**config.mk**
```make
export PLATFORM = sky130hd
export DESIGN_NAME = collision_detector_flat
export DESIGN_NICKNAME = d
export VERILOG_FILES = /design/src/rtl/game_pkg.sv /design/src/rtl/collision_detector_if.sv /design/src/rtl/collision_frame_filter.sv /design/src/rtl/collision_detector.sv /design/src/flat_wrapper.sv
export SDC_FILE = /design/constraint.sdc
export NUM_CORES = 1
export LEC_CHECK = 0
export BUFFER_PORTS_ARGS = -buffer_cell sky130_fd_sc_hd__buf_2
export CAP_MARGIN = 20
export CORE_MARGIN = 2
export CORE_UTILIZATION = 43
export DETAILED_ROUTE_END_ITERATION = 6
export HOLD_SLACK_MARGIN = 0.03
export PLACE_DENSITY = 0.74
export SKIP_CTS_REPAIR_TIMING = 1
export SYNTH_ARGS = -nofsm -noshare
export SYNTH_HDL_FRONTEND = slang
export SYNTH_SLANG_ARGS = --single-unit
```
**constraint.sdc**
```tcl
create_clock -name clk -period 1.8 [get_ports clk]
set_clock_uncertainty 0.15 [all_clocks]
set_input_delay 0.09 -clock clk [delete_from_list [all_inputs] [get_ports clk]]
set_output_delay 0.09 -clock clk [all_outputs]
set_load 0.1 [all_outputs]
```
**src/rtl/game_pkg.sv**
```systemverilog
// Shared game definitions: collision FSM encoding, default video geometry and
// the frame-end pixel compare used by the detector and the sprite renderers.
package game_pkg;

    typedef enum logic [1:0] {
        IDLE    = 2'd0,
        GRACE   = 2'd1,
        ARMED   = 2'd2,
        TRIPPED = 2'd3
    } coll_state_t;

    localparam int H_ACTIVE_DEF = 640;
    localparam int V_ACTIVE_DEF = 480;

    // True on the last active pixel of a frame (bottom-right corner).
    function automatic logic is_frame_end(input logic [9:0] px, input logic [9:0] py,
                                          input int h_active, input int v_active);
        return (px == 10'(h_active - 1)) && (py == 10'(v_active - 1));
    endfunction

endpackage

```
**src/rtl/collision_detector_if.sv**
```systemverilog
// Per-pixel stream from the VGA sync and sprite renderers into the collision detector.
interface collision_detector_if #(
    parameter int N_OBJ = 4
);
    logic             pixel_tick;
    logic             video_on;
    logic [9:0]       x;
    logic [9:0]       y;
    logic             player_on;
    logic [N_OBJ-1:0] obstacle_on;

    modport master (output pixel_tick, video_on, x, y, player_on, obstacle_on);
    modport slave  (input  pixel_tick, video_on, x, y, player_on, obstacle_on);
endinterface

```
**src/rtl/collision_frame_filter.sv**
```systemverilog
// Consecutive-overlap-frame counter (saturating at 15) and the confirm compare.
module collision_frame_filter #(
    parameter int HIT_FRAMES = 2
) (
    input  logic clk,
    input  logic hard_reset_n,
    input  logic frame_end,
    input  logic frame_hit,
    input  logic clear,
    output logic confirm
);
    localparam logic [3:0] HIT_THR = 4'(HIT_FRAMES);

    logic [3:0] hit_count;
    logic [3:0] hit_count_nxt;

    always_comb begin
        hit_count_nxt = 4'd0;
        if (frame_hit) begin
            hit_count_nxt = (hit_count == 4'd15) ? 4'd15 : hit_count + 4'd1;
        end
    end

    always_ff @(posedge clk or negedge hard_reset_n) begin
        if (!hard_reset_n) begin
            hit_count <= 4'd0;
        end else if (clear) begin
            hit_count <= 4'd0;
        end else if (frame_end) begin
            hit_count <= hit_count_nxt;
        end
    end

    // Compare against the post-update count so the pulse lands one clk after frame end.
    assign confirm = frame_end && !clear && (hit_count_nxt >= HIT_THR);

endmodule

```
**src/rtl/collision_detector.sv**
```systemverilog
// Player/obstacle sprite-overlap detector with multi-frame confirmation.
// Optional COLLISION_GRACE_EN adds a GRACE_FRAMES-frame grace period before arming.
module collision_detector
    import game_pkg::*;
#(
    parameter int N_OBJ        = 4,
    parameter int H_ACTIVE     = H_ACTIVE_DEF,
    parameter int V_ACTIVE     = V_ACTIVE_DEF,
    parameter int HIT_FRAMES   = 2,
    parameter int GRACE_FRAMES = 60
) (
    input  logic                 clk,
    input  logic                 hard_reset_n,
    collision_detector_if.slave  pix,
    input  logic                 game_en,
    input  logic                 game_reset,
    output logic                 collision,
    output logic [N_OBJ-1:0]     collision_obj
);
    if (N_OBJ < 1 || N_OBJ > 16 || HIT_FRAMES < 1 || HIT_FRAMES > 15 ||
        GRACE_FRAMES < 1 || GRACE_FRAMES > 255) begin : g_param_check
        $error("collision_detector: parameter out of range");
    end

    coll_state_t      state;
    logic             hit_frame;
    logic [N_OBJ-1:0] frame_obj;
    logic [N_OBJ-1:0] frame_obj_nxt;
    logic             sample;
    logic             frame_end;
    logic             armed;
    logic             confirm;
    logic             filt_clear;
`ifdef COLLISION_GRACE_EN
    logic [7:0]       grace_cnt;
`endif

    assign sample        = pix.pixel_tick && pix.video_on && pix.player_on && (pix.obstacle_on != '0);
    assign frame_end     = pix.pixel_tick && pix.video_on &&
                           is_frame_end(pix.x, pix.y, H_ACTIVE, V_ACTIVE);
    assign armed         = (state == ARMED);
    // The frame-end pixel's own overlap is folded in before the frame closes.
    assign frame_obj_nxt = sample ? (frame_obj | pix.obstacle_on) : frame_obj;
    assign filt_clear    = game_reset || (armed && !game_en);

    collision_frame_filter #(.HIT_FRAMES(HIT_FRAMES)) u_filter (
        .clk          (clk),
        .hard_reset_n (hard_reset_n),
        .frame_end    (armed && frame_end),
        .frame_hit    (hit_frame || sample),
        .clear        (filt_clear),
        .confirm      (confirm)
    );

    always_ff @(posedge clk or negedge hard_reset_n) begin
        if (!hard_reset_n) begin
            state         <= IDLE;
            collision     <= 1'b0;
            collision_obj <= '0;
            hit_frame     <= 1'b0;
            frame_obj     <= '0;
`ifdef COLLISION_GRACE_EN
            grace_cnt     <= 8'd0;
`endif
        end else begin
            collision <= 1'b0;
            if (game_reset) begin
`ifdef COLLISION_GRACE_EN
                state     <= GRACE;
                grace_cnt <= 8'(GRACE_FRAMES);
`else
                state     <= IDLE;
`endif
                collision_obj <= '0;
                hit_frame     <= 1'b0;
                frame_obj     <= '0;
            end else begin
                case (state)
                    IDLE: begin
                        if (game_en) begin
`ifdef COLLISION_GRACE_EN
                            state     <= GRACE;
                            grace_cnt <= 8'(GRACE_FRAMES);
`else
                            state     <= ARMED;
`endif
                        end
                    end
`ifdef COLLISION_GRACE_EN
                    GRACE: begin
                        if (frame_end) begin
                            if (grace_cnt <= 8'd1) begin
                                grace_cnt <= 8'd0;
                                state     <= game_en ? ARMED : IDLE;
                            end else begin
                                grace_cnt <= grace_cnt - 8'd1;
                            end
                        end
                    end
`endif
                    ARMED: begin
                        if (!game_en) begin
                            state     <= IDLE;
                            hit_frame <= 1'b0;
                            frame_obj <= '0;
                        end else if (frame_end) begin
                            hit_frame <= 1'b0;
                            frame_obj <= '0;
                            if (confirm) begin
                                collision     <= 1'b1;
                                collision_obj <= frame_obj_nxt;
                                state         <= TRIPPED;
                            end
                        end else if (sample) begin
                            hit_frame <= 1'b1;
                            frame_obj <= frame_obj_nxt;
                        end
                    end
                    default: begin
                        // TRIPPED latches collision_obj until game_reset.
                    end
                endcase
            end
        end
    end

endmodule
```
**src/flat_wrapper.sv**
```systemverilog
// flat-port wrapper written by rule: the top's interface ports become plain ports
module collision_detector_flat import game_pkg::*;
#(
    parameter int N_OBJ        = 4,
    parameter int H_ACTIVE     = H_ACTIVE_DEF,
    parameter int V_ACTIVE     = V_ACTIVE_DEF,
    parameter int HIT_FRAMES   = 2,
    parameter int GRACE_FRAMES = 60
)
  (clk, hard_reset_n, game_en, game_reset, collision, collision_obj, pix_pixel_tick, pix_video_on, pix_x, pix_y, pix_player_on, pix_obstacle_on);
  collision_detector_if #(.N_OBJ(N_OBJ)) pix_i ();
  input  logic clk;
  input  logic hard_reset_n;
  input  logic game_en;
  input  logic game_reset;
  output logic collision;
  output logic [N_OBJ-1:0] collision_obj;
  input wire logic [$bits(pix_i.pixel_tick)-1:0] pix_pixel_tick;
  input wire logic [$bits(pix_i.video_on)-1:0] pix_video_on;
  input wire logic [$bits(pix_i.x)-1:0] pix_x;
  input wire logic [$bits(pix_i.y)-1:0] pix_y;
  input wire logic [$bits(pix_i.player_on)-1:0] pix_player_on;
  input wire logic [$bits(pix_i.obstacle_on)-1:0] pix_obstacle_on;
  assign pix_i.pixel_tick = pix_pixel_tick;
  assign pix_i.video_on = pix_video_on;
  assign pix_i.x = pix_x;
  assign pix_i.y = pix_y;
  assign pix_i.player_on = pix_player_on;
  assign pix_i.obstacle_on = pix_obstacle_on;
  collision_detector #(.N_OBJ(N_OBJ), .H_ACTIVE(H_ACTIVE), .V_ACTIVE(V_ACTIVE), .HIT_FRAMES(HIT_FRAMES), .GRACE_FRAMES(GRACE_FRAMES)) u_core (.clk(clk), .hard_reset_n(hard_reset_n), .pix(pix_i), .game_en(game_en), .game_reset(game_reset), .collision(collision), .collision_obj(collision_obj));
endmodule
```
==> flow_metrics.env, run 1 <==
export IMPL_run_status="completed"
export IMPL_peakVddDrop_v=0.000613
export IMPL_synth_area_per_cell_um2=9.96
export IMPL_worstPathRequired_ps=1860
export IMPL_drc=0
export IMPL_end_kind="flip-flop"
export IMPL_totalPowerFinal_mw=0.707
export IMPL_drive_gt1_frac=0.373
export IMPL_synth_adder_area_share=0.0132
export IMPL_clk_latency_ps=280
export IMPL_worstPathMaxFanout=5
export IMPL_setup_viol=0
export IMPL_syn_area_um2=946
export IMPL_yosys_area_share_simple=0.282
export IMPL_synth_seq_area_share=0.423
export IMPL_p_clk_frac=0.338
export IMPL_initial_core_util=0.468
export IMPL_netlist_instances=95
export IMPL_antenna_found_initial=0
export IMPL_synth_largest_area_cell="dfrtp_1"
export IMPL_portBuffers=35
export IMPL_yosysTopAreaCellShare=0.423
export IMPL_power_frac_comb=0.143
export IMPL_cp_start_kind="flip-flop"
export IMPL_ys_warn_count=0
export IMPL_switching_share=0.240
export IMPL_crit_buf_inv=0
export IMPL_synth_compound_area_frac=0.201
export IMPL_ant_nets=0
export IMPL_cp_arrival_ps=1800
export IMPL_grt_max_degree=17
export IMPL_post_route_util=0.634
export IMPL_fmax_mhz=574
export IMPL_die_area_um2=2590
export IMPL_root_buffer="clkbuf_4"
export IMPL_drtPass1Iterations=4
export IMPL_synth_mux_area_frac=0.0648
export IMPL_wl_per_cell_um=13.6
export IMPL_fin_crit_sh=0.968
export IMPL_nFillCells=177
export IMPL_syn_to_final_growth_pct=35.4
export IMPL_crit_path_top_delay_cell="dfrtp_1"
export IMPL_holdWs_ps=82.5
export IMPL_finalHoldViolCount=0
export IMPL_final_nets=175
export IMPL_ioPinCount=36
export IMPL_power_density_nw_per_um2=552
export IMPL_die_width_um=50.9
export IMPL_grt_use_total=0.186
export IMPL_grt_pass1_wl_mm=3.71
export IMPL_path_delay_family="compound AO/OA/AOI/OAI gates"
export IMPL_maxSlewViolCount=0
export IMPL_p_leak_nw=0.598
export IMPL_synth_net_count=127
export IMPL_fp_row_count=16
export IMPL_p_int_mw=0.538
export IMPL_synth_cell_types=32
export IMPL_dpl_hpwl_mm=1.75
export IMPL_tritoncts="yes"
export IMPL_worst_pin_slew_ps=487
export IMPL_grt_pass1_vias=894
export IMPL_vias=940
export IMPL_switching_power_mw=0.170
export IMPL_dieHeight_um=50.9
export IMPL_p_seq_frac=0.519
export IMPL_h_tree_depth=1
export IMPL_multi_input_area_um2=543
export IMPL_n_antenna_cell=0
export IMPL_finalWirelength_mm=2.31
export IMPL_ys_ff_latch=16
export IMPL_overflow=0
export IMPL_rsz0062_at_grt="false"
export IMPL_cts_path_max_buffers=2
export IMPL_synth_xor_area_frac=0
export IMPL_finalSetupTns_ps=0
export IMPL_via_per_inst=5.56
export IMPL_instances_no_fill=169
export IMPL_cts_sinks=16
export IMPL_crit_chain="ha_1 -> and2_4 -> a21oi_2 -> o2111a_2 -> mux2i_1"
export IMPL_synth_area_top_cells="dfrtp_1 (42%), a21oi_1 (9.0%), mux2i_1 (5.3%)"
export IMPL_final_seq_area_um2=400
export IMPL_min_period_ps=1740
export IMPL_path_clk_slew_ps=100
export IMPL_min_path_type="in -> async"
export IMPL_dpl_cell_count=158
export IMPL_coreArea_um2=2020
export IMPL_rrSetupSlack_ps=60
export IMPL_cpPeakStageDelay_ps=390
export IMPL_crit_type="reg -> reg"
export IMPL_first_iter_violations=18
export IMPL_gp_congestion=0.864
export IMPL_synth_top_family_by_area="simple AND/OR/NAND/NOR gates"
export IMPL_numCtsBuffers=3
export IMPL_relSlewSlack=0.674
export IMPL_cap_violations=0
[final cells by class]
| class | instances | area share |
|---|---|---|
| well taps | 27 | 0.0264 |
| multi-input cells | 76 | 0.424 |
| inverters | 2 | 0.00586 |
| clock buffers | 4 | 0.0283 |
| flip-flops and latches | 16 | 0.312 |
| repair buffers | 44 | 0.203 |
[logic make-up after synthesis]
logic type | count (synthesis)
AND/OR/NAND/NOR | 41
AO/OA/AOI/OAI | 28
flip-flops | 16
multiplexers | 6
buffers and inverters | 3
adder cells (fa/ha/maj) | 1
[power groups by stage]
stage | Sequential [mW] | Combinational, mW | Clock (mW)
floorplan | 0.374 | 0.0346 | 0
global placement | 0.374 | 0.0866 | 0
detailed placement | 0.375 | 0.0896 | 0
CTS | 0.367 | 0.0897 | 0.245
global route | 0.368 | 0.112 | 0.267
finish | 0.367 | 0.101 | 0.239
[cell usage after synthesis, drive strengths merged]
library cell / count
nand2: 12
nor3b: 1
mux2: 1
nand2b: 1
nor2: 7
mux2i: 5
a21boi: 1
o2111a: 1
dfrtp: 16
ha: 1
o21a: 1
nand4: 2
a21oi: 17
or4: 1
nor4: 2
o21bai: 1
nand3: 3
o21ai: 1
inv: 2
and2: 2
o221ai: 3
and4bb: 1
or2: 2
and3: 1
nor2b: 1
o211ai: 2
buf: 1
nand4b: 5
a2111oi: 1
[flip-flops by register name (all words and copies together), names as in the netlist]
register,count
u_core.collision_obj,4
u_core.frame_obj,4
u_core.u_filter.hit_count,4
u_core.state,2
u_core.collision,1
u_core.hit_frame,1
[final timing paths]
check                           cells after the start                         start                            to
worst max-delay path                                5  u_core.u_filter.hit_count[0]       u_core.collision_obj[1]
worst min register to register                      2           u_core.frame_obj[0]           u_core.frame_obj[0]
worst max register to register                      5  u_core.u_filter.hit_count[0]       u_core.collision_obj[1]
worst min-delay path                                2                  hard_reset_n              u_core.hit_frame
min in group clk                                    5                      pix_x[6]  u_core.u_filter.hit_count[2]
max in group asynchronous                           2                  hard_reset_n       u_core.collision_obj[2]
[metal layers]
metal / global-route usage / vias to the layer above / share of wire
li1: - / 455 / -
met1: 0.219 / 449 / 0.41
met2: 0.323 / 34 / 0.54
met3: 0.0643 / 2 / 0.054
met4: 0.0450 / 0 / 0.0026
met5: 0 / - / 0
[worst reg2reg max path, delay by kind of cell, from the launching register on]
kind	cells	cell delay (ps)
fa+ha+maj	1	230
mux	1	210
flops	1	390
simple gates	1	190
compound gates	2	490
[layout by cell type (no fill, tap or decap), drive strengths merged, types with 2 or more instances in the layout]
cell / netlist / layout
a21oi: 17 / 17
and2: 2 / 2
buf: 1 / 37
clkbuf: 0 / 4
dfrtp: 16 / 16
dlygate4sd3: 0 / 7
inv: 2 / 2
mux2i: 5 / 5
nand2: 12 / 12
nand3: 3 / 3
nand4: 2 / 2
nand4b: 5 / 5
nor2: 7 / 7
nor4: 2 / 2
o211ai: 2 / 2
o221ai: 3 / 3
or2: 2 / 2
[per-stage QoR]
step,area [µm²],worst slack [ps]
floorplan,946,71.0
global placement,1160,68.9
detailed placement,1160,-31.7
CTS,1200,-33.6
global route,1280,17.8
finish,1280,57.7
Note: power is estimated with default switching activity, not from simulation.
==> inputs of run 2 (changes only) <==
--- a/config.mk
+++ b/config.mk
@@ -10,8 +10,10 @@
 export CORE_MARGIN = 2
 export CORE_UTILIZATION = 43
 export DETAILED_ROUTE_END_ITERATION = 6
+export GPL_TIMING_DRIVEN = 1
 export HOLD_SLACK_MARGIN = 0.03
 export PLACE_DENSITY = 0.74
+export REMOVE_ABC_BUFFERS = 1
 export SKIP_CTS_REPAIR_TIMING = 1
 export SYNTH_ARGS = -nofsm -noshare
 export SYNTH_HDL_FRONTEND = slang
==> run 2 against run 1 <==
  * Core utilization is 0.56 points higher
  * Register-to-register slack better by 80 ps
  * Flip-flop and latch count is the same
  * Setup slack better by 40 ps
  * Final cell count is 0.59% higher
  * Critical path depth grew 1
  * Clock-buffer cell count stayed put
  * Largest power group unchanged
==> flow_metrics.env, run 2 (synthesis results as in run 1) <==
export IMPL_run_status="completed"
export IMPL_rsz0062_at_grt="false"
export IMPL_worst_pin_slew_ps=491
export IMPL_fmax_mhz=588
export IMPL_drtPass1Iterations=4
export IMPL_switching_power_mw=0.167
export IMPL_min_path_type="in -> reg"
export IMPL_grt_pass1_vias=922
export IMPL_antenna_found_initial=0
export IMPL_end_kind="flip-flop"
export IMPL_post_route_cell_area_um2=1290
export IMPL_gp_congestion=0.911
export IMPL_mostFrequentLayoutCell="buf_2"
export IMPL_grt_max_degree=17
export IMPL_instances_no_fill=170
export IMPL_first_iter_violations=9
export IMPL_ioPinCount=36
export IMPL_finalWirelength_mm=2.21
export IMPL_numCtsBuffers=3
export IMPL_p_clk_frac=0.336
export IMPL_vias=905
export IMPL_root_buffer="clkbuf_4"
export IMPL_cts_sinks=16
export IMPL_cp_start_kind="input port"
export IMPL_dpl_hpwl_mm=1.75
export IMPL_min_period_ps=1700
export IMPL_finalHoldViolCount=0
export IMPL_ant_nets=0
export IMPL_cap_violations=0
export IMPL_final_nets=176
export IMPL_power_density_nw_per_um2=545
export IMPL_power_frac_comb=0.143
export IMPL_n_antenna_cell=0
export IMPL_totalPowerFinal_mw=0.704
export IMPL_initial_core_util=0.468
export IMPL_coreArea_um2=2020
export IMPL_switching_share=0.237
export IMPL_dpl_cell_count=158
export IMPL_grt_use_total=0.189
export IMPL_reg_top3="u_core.collision_obj x4, u_core.frame_obj x4, u_core.u_filter.hit_count x4"
export IMPL_p_int_mw=0.538
export IMPL_drc=0
export IMPL_p_seq_frac=0.522
export IMPL_clk_latency_ps=280
export IMPL_path_clk_slew_ps=90
export IMPL_fp_row_count=16
export IMPL_relSlewSlack=0.672
export IMPL_p_leak_nw=0.600
export IMPL_via_per_inst=5.32
export IMPL_worstPathMaxFanout=5
export IMPL_overflow=0
export IMPL_portBuffers=35
export IMPL_syn_to_final_growth_pct=36.6
export IMPL_grt_pass1_wl_mm=3.75
export IMPL_holdWs_ps=75.9
export IMPL_worstPathRequired_ps=1860
export IMPL_die_width_um=50.9
export IMPL_cp_arrival_ps=1760
export IMPL_h_tree_depth=1
export IMPL_drive_gt1_frac=0.385
export IMPL_fin_crit_sh=0.946
export IMPL_peakVddDrop_v=0.000502
export IMPL_crit_type="in -> reg"
export IMPL_nFillCells=166
export IMPL_cts_path_max_buffers=2
export IMPL_maxSlewViolCount=0
export IMPL_dieHeight_um=50.9
export IMPL_setup_viol=0
export IMPL_final_cell_mix="buf_2 (35), a21oi_1 (16), dfrtp_1 (16)"
export IMPL_dpl_cell_area_um2=1160
export IMPL_wl_per_cell_um=13.0
export IMPL_tritoncts="yes"
export IMPL_die_area_um2=2590
-- run 2: changes by cell type in the layout (fill, tap and decap cells not counted) --
cell	before	now
a2111oi_1	0	1
buf_4	2	3
a2111oi_0	1	0
ha_1	1	0
ha_2	0	1
-- run 2: path summary, 6_finish.rpt --
check / startpoint / to / slack, ps / depth (start not counted)
setup reg to reg: u_core.u_filter.hit_count[0] / u_core.state[0] / 140 / 4
setup / recovery: game_reset / u_core.collision_obj[2] / 100 / 6
hold / removal: pix_y[4] / u_core.u_filter.hit_count[2] / 80 / 5
min in group asynchronous: hard_reset_n / u_core.collision / 90 / 2
max in group asynchronous: hard_reset_n / u_core.collision_obj[0] / 1150 / 2
hold reg to reg: u_core.frame_obj[3] / u_core.frame_obj[3] / 390 / 2
-- run 2: area by class of cell --
class | count | area [µm²] | area share
timing repair buffer | 45 | 268 | 0.207
inverter | 2 | 7.51 | 0.00581
tap | 27 | 33.8 | 0.0261
multi-input combinational | 76 | 547 | 0.423
sequential | 16 | 400 | 0.310
clock buffer | 4 | 36.3 | 0.0281
-- run 2: metal layers --
layer	vias to the layer above	wire, µm	global-route usage
li1	454	-	-
met1	434	913	0.215
met2	13	1230	0.351
met3	4	39	0.0205
met4	0	21	0.0856
met5	-	0	0
-- run 2: critical path: stages --
cell	delay [ps]
dlygate4sd3_1	540
buf_2	140
and4bb_2	310
nor3b_2	160
o2111a_2	310
mux2i_1	210
-- run 2: metrics by stage --
| stage | util | worst slack (ps) | setup TNS [ps] |
|---|---|---|---|
| global route | 0.639 | 18.8 | 0 |
| global placement | 0.575 | 56.0 | 0 |
| finish | 0.639 | 97.9 | 0 |
| detailed placement | 0.575 | -13.6 | -22.6 |
| floorplan | - | 92.8 | 0 |
| CTS | 0.593 | -27.7 | -74.0 |
-- run 2: power by group through the flow --
stage                     Combinational (mW)  Sequential, mW  Clock [mW]
after floorplan                       0.0346           0.374           0
after global placement                0.0866           0.374           0
after detailed placement              0.0889           0.375           0
after CTS                             0.0891           0.368       0.239
after global routing                   0.111           0.368       0.266
final                                  0.100           0.368       0.236
==> inputs of run 3 (changes only) <==
--- a/config.mk
+++ b/config.mk
@@ -17,4 +17,5 @@
 export SKIP_CTS_REPAIR_TIMING = 1
 export SYNTH_ARGS = -nofsm -noshare
 export SYNTH_HDL_FRONTEND = slang
+export SYNTH_HIERARCHICAL = 1
 export SYNTH_SLANG_ARGS = --single-unit
==> run 3 against run 2 <==
  * The flow now finishes with violations (setup timing)
  * Setup slack got worse by 270 ps
  * Die area is 1.5% higher
  * Global-route usage rose by 1.4 points
  * Final cell count grew 14%
  * Combinational power is 22% higher
  * Hold slack got worse by 66 ps
  * Clock power fell by 19%
  * Sequential power barely moved
  * Core utilization rose by 6.4 points
  * Maximum frequency down 13%
==> flow_metrics.env, run 3 <==
export IMPL_via_per_inst=5.49
export IMPL_synth_area_top_cells="dfrtp_1 (42%), a21oi_1 (8.9%), nor4_4 (4.4%)"
export IMPL_grt_pass1_wl_mm=3.94
export IMPL_cts_path_max_buffers=2
export IMPL_root_buffer="clkbuf_4"
export IMPL_path_clk_slew_ps=100
export IMPL_post_route_util=0.704
export IMPL_synth_main_ff_cell="dfrtp_1"
export IMPL_drc=0
export IMPL_grt_max_degree=17
export IMPL_totalPowerFinal_mw=0.679
export IMPL_fmax_mhz=508
export IMPL_dieHeight_um=51.3
export IMPL_gp_congestion=0.830
export IMPL_final_cell_mix="buf_2 (34), buf_4 (26), dfrtp_1 (15)"
export IMPL_r2r_start="u_core/state[0]"
export IMPL_numCtsBuffers=3
export IMPL_crit_chain="buf_6 -> nand4bb_4 -> nor4_4 -> nand2_4 -> nor3b_4 -> nand3b_1 -> a21oi_2 -> nand3_2 -> nor4_4 -> buf_4 -> a21oi_2 -> nor3_2"
export IMPL_n_antenna_cell=0
export IMPL_first_iter_violations=21
export IMPL_ff2ff_path_depth=9
export IMPL_synth_cell_types=37
export IMPL_fin_crit_sh=1.09
export IMPL_holdWs_ps=9.88
export IMPL_worstPathRequired_ps=1870
export IMPL_final_nets=200
export IMPL_worst_pin_slew_ps=496
export IMPL_drive_gt1_frac=0.554
export IMPL_min_path_type="in -> reg"
export IMPL_crit_buf_inv=2
export IMPL_finalWirelength_mm=2.95
export IMPL_async_reset_ff_frac=1.00
export IMPL_overflow=0
export IMPL_ioPinCount=36
export IMPL_ys_warn_count=6
export IMPL_synth_area_per_cell_um2=9.81
export IMPL_h_tree_depth=1
export IMPL_vias=1066
export IMPL_syn_area_um2=961
export IMPL_relSlewSlack=0.671
export IMPL_synth_commonest_cells="a21oi_1 (17), dfrtp_1 (16), nor2_1 (11)"
export IMPL_finalSetupTns_ps=-712
export IMPL_finalHoldViolCount=0
export IMPL_wl_per_cell_um=15.2
export IMPL_ys_ff_latch=16
export IMPL_dpl_hpwl_mm=2.02
export IMPL_violations="setup timing"
export IMPL_cts_sinks=16
export IMPL_maxSlewViolCount=0
export IMPL_cpPeakStageDelay_ps=360
export IMPL_coreArea_um2=2170
export IMPL_crit_path_top_delay_cell="nor4_4"
export IMPL_yosysTopAreaCellShare=0.417
export IMPL_rsz0062_at_grt="true"
export IMPL_worstPathMaxFanout=4
export IMPL_fp_row_count=17
export IMPL_die_area_um2=2630
export IMPL_portBuffers=35
export IMPL_crit_type="in -> reg"
export IMPL_syn_to_final_growth_pct=58.9
export IMPL_grt_use_total=0.203
export IMPL_min_from="pix_obstacle_on[1]"
export IMPL_initial_core_util=0.443
export IMPL_power_density_nw_per_um2=445
export IMPL_holdPathStages=4
export IMPL_synth_largest_area_cell="dfrtp_1"
export IMPL_synth_edf_count=0
export IMPL_die_width_um=51.3
export IMPL_min_period_ps=1970
export IMPL_run_status="finished, violations left"
export IMPL_reg2reg_to="u_core/collision_obj[0]"
export IMPL_grt_pass1_vias=980
export IMPL_p_leak_nw=0.735
export IMPL_path_delay_family="simple AND/OR/NAND/NOR gates"
export IMPL_peakVddDrop_v=0.000371
export IMPL_synth_most_common_cell="a21oi_1"
export IMPL_drtPass1Iterations=4
export IMPL_tritoncts="yes"
export IMPL_mostFrequentLayoutCell="buf_2"
export IMPL_end_kind="flip-flop"
export IMPL_synth_seq_area_share=0.417
export IMPL_hold_end="u_core/frame_obj[1]"
export IMPL_netlist_instances=98
export IMPL_reg_top3="u_core/collision_obj x4, u_core/frame_obj x4, u_core/u_filter/hit_count x4"
export IMPL_cp_start_kind="input port"
export IMPL_setup_viol=7
export IMPL_antenna_found_initial=0
export IMPL_dp_slack_ps=-510
export IMPL_cp_arrival_ps=2040
export IMPL_rrSetupSlack_ps=-150
export IMPL_ant_nets=0
export IMPL_finalWorstSetupSlack_ps=-168
export IMPL_cap_violations=0
export IMPL_clk_latency_ps=300
[run 3: metrics by stage]
stage	instance area, µm²	cells
after floorplan	940	95
after global placement	1320	180
after detailed placement	1320	180
after CTS	1340	183
after global routing	1530	194
final	1530	194
[run 3: worst max path at each step]
stage / startpoint / endpoint / slack, ps / cells past startpoint
2_1_floorplan: pix_y[5] / u_core/collision_obj[0] / -620 / 10
3_3_place_gp: pix_y[5] / u_core/collision_obj[1] / -400 / 11
3_5_place_dp: pix_y[5] / u_core/collision_obj[3] / -510 / 11
4_1_cts: u_core/state[0] / u_core/collision_obj[3] / -220 / 8
5_1_grt: pix_x[7] / u_core/collision_obj[0] / -260 / 12
6_report: pix_x[7] / u_core/collision_obj[0] / -170 / 12
[run 3: report_power, final]
part           internal (mW)  switching, mW  total, mW
Clock                 0.0779          0.113      0.191
Sequential             0.363        0.00316      0.366
Combinational         0.0658         0.0565      0.122
Total                  0.507          0.173      0.679
[run 3: logic make-up after synthesis]
| family | count (synthesis) | synth area share |
|---|---|---|
| muxes | 1 | 0.0104 |
| adders and majority gates | 1 | 0.0130 |
| AOI/OAI and AO/OA | 27 | 0.159 |
| and+or+nand+nor | 47 | 0.367 |
| DFF | 16 | 0.417 |
| buffers and inverters | 6 | 0.0339 |
[run 3: layout make-up]
cell class / count / area (µm²)
clock buffers: 3 / 22.5
fillers: 169 / 643
inverters: 3 / 11.3
multi-input cells: 76 / 609
flip-flops and latches: 16 / 402
well taps: 28 / 35.0
repair buffers: 68 / 447
[run 3: tightest hold or removal path, cell delays in order]
cell	delay (ps)
buf_2	90
buf_4	100
a21oi_1	50
nor2_1	70
[run 3: per-layer routing]
metal / vias up / GRT usage / share of wire
li1: 504 / - / -
met1: 506 / 0.227 / 0.36
met2: 43 / 0.366 / 0.56
met3: 13 / 0.0175 / 0.041
met4: 0 / 0.132 / 0.044
met5: - / 0 / 0
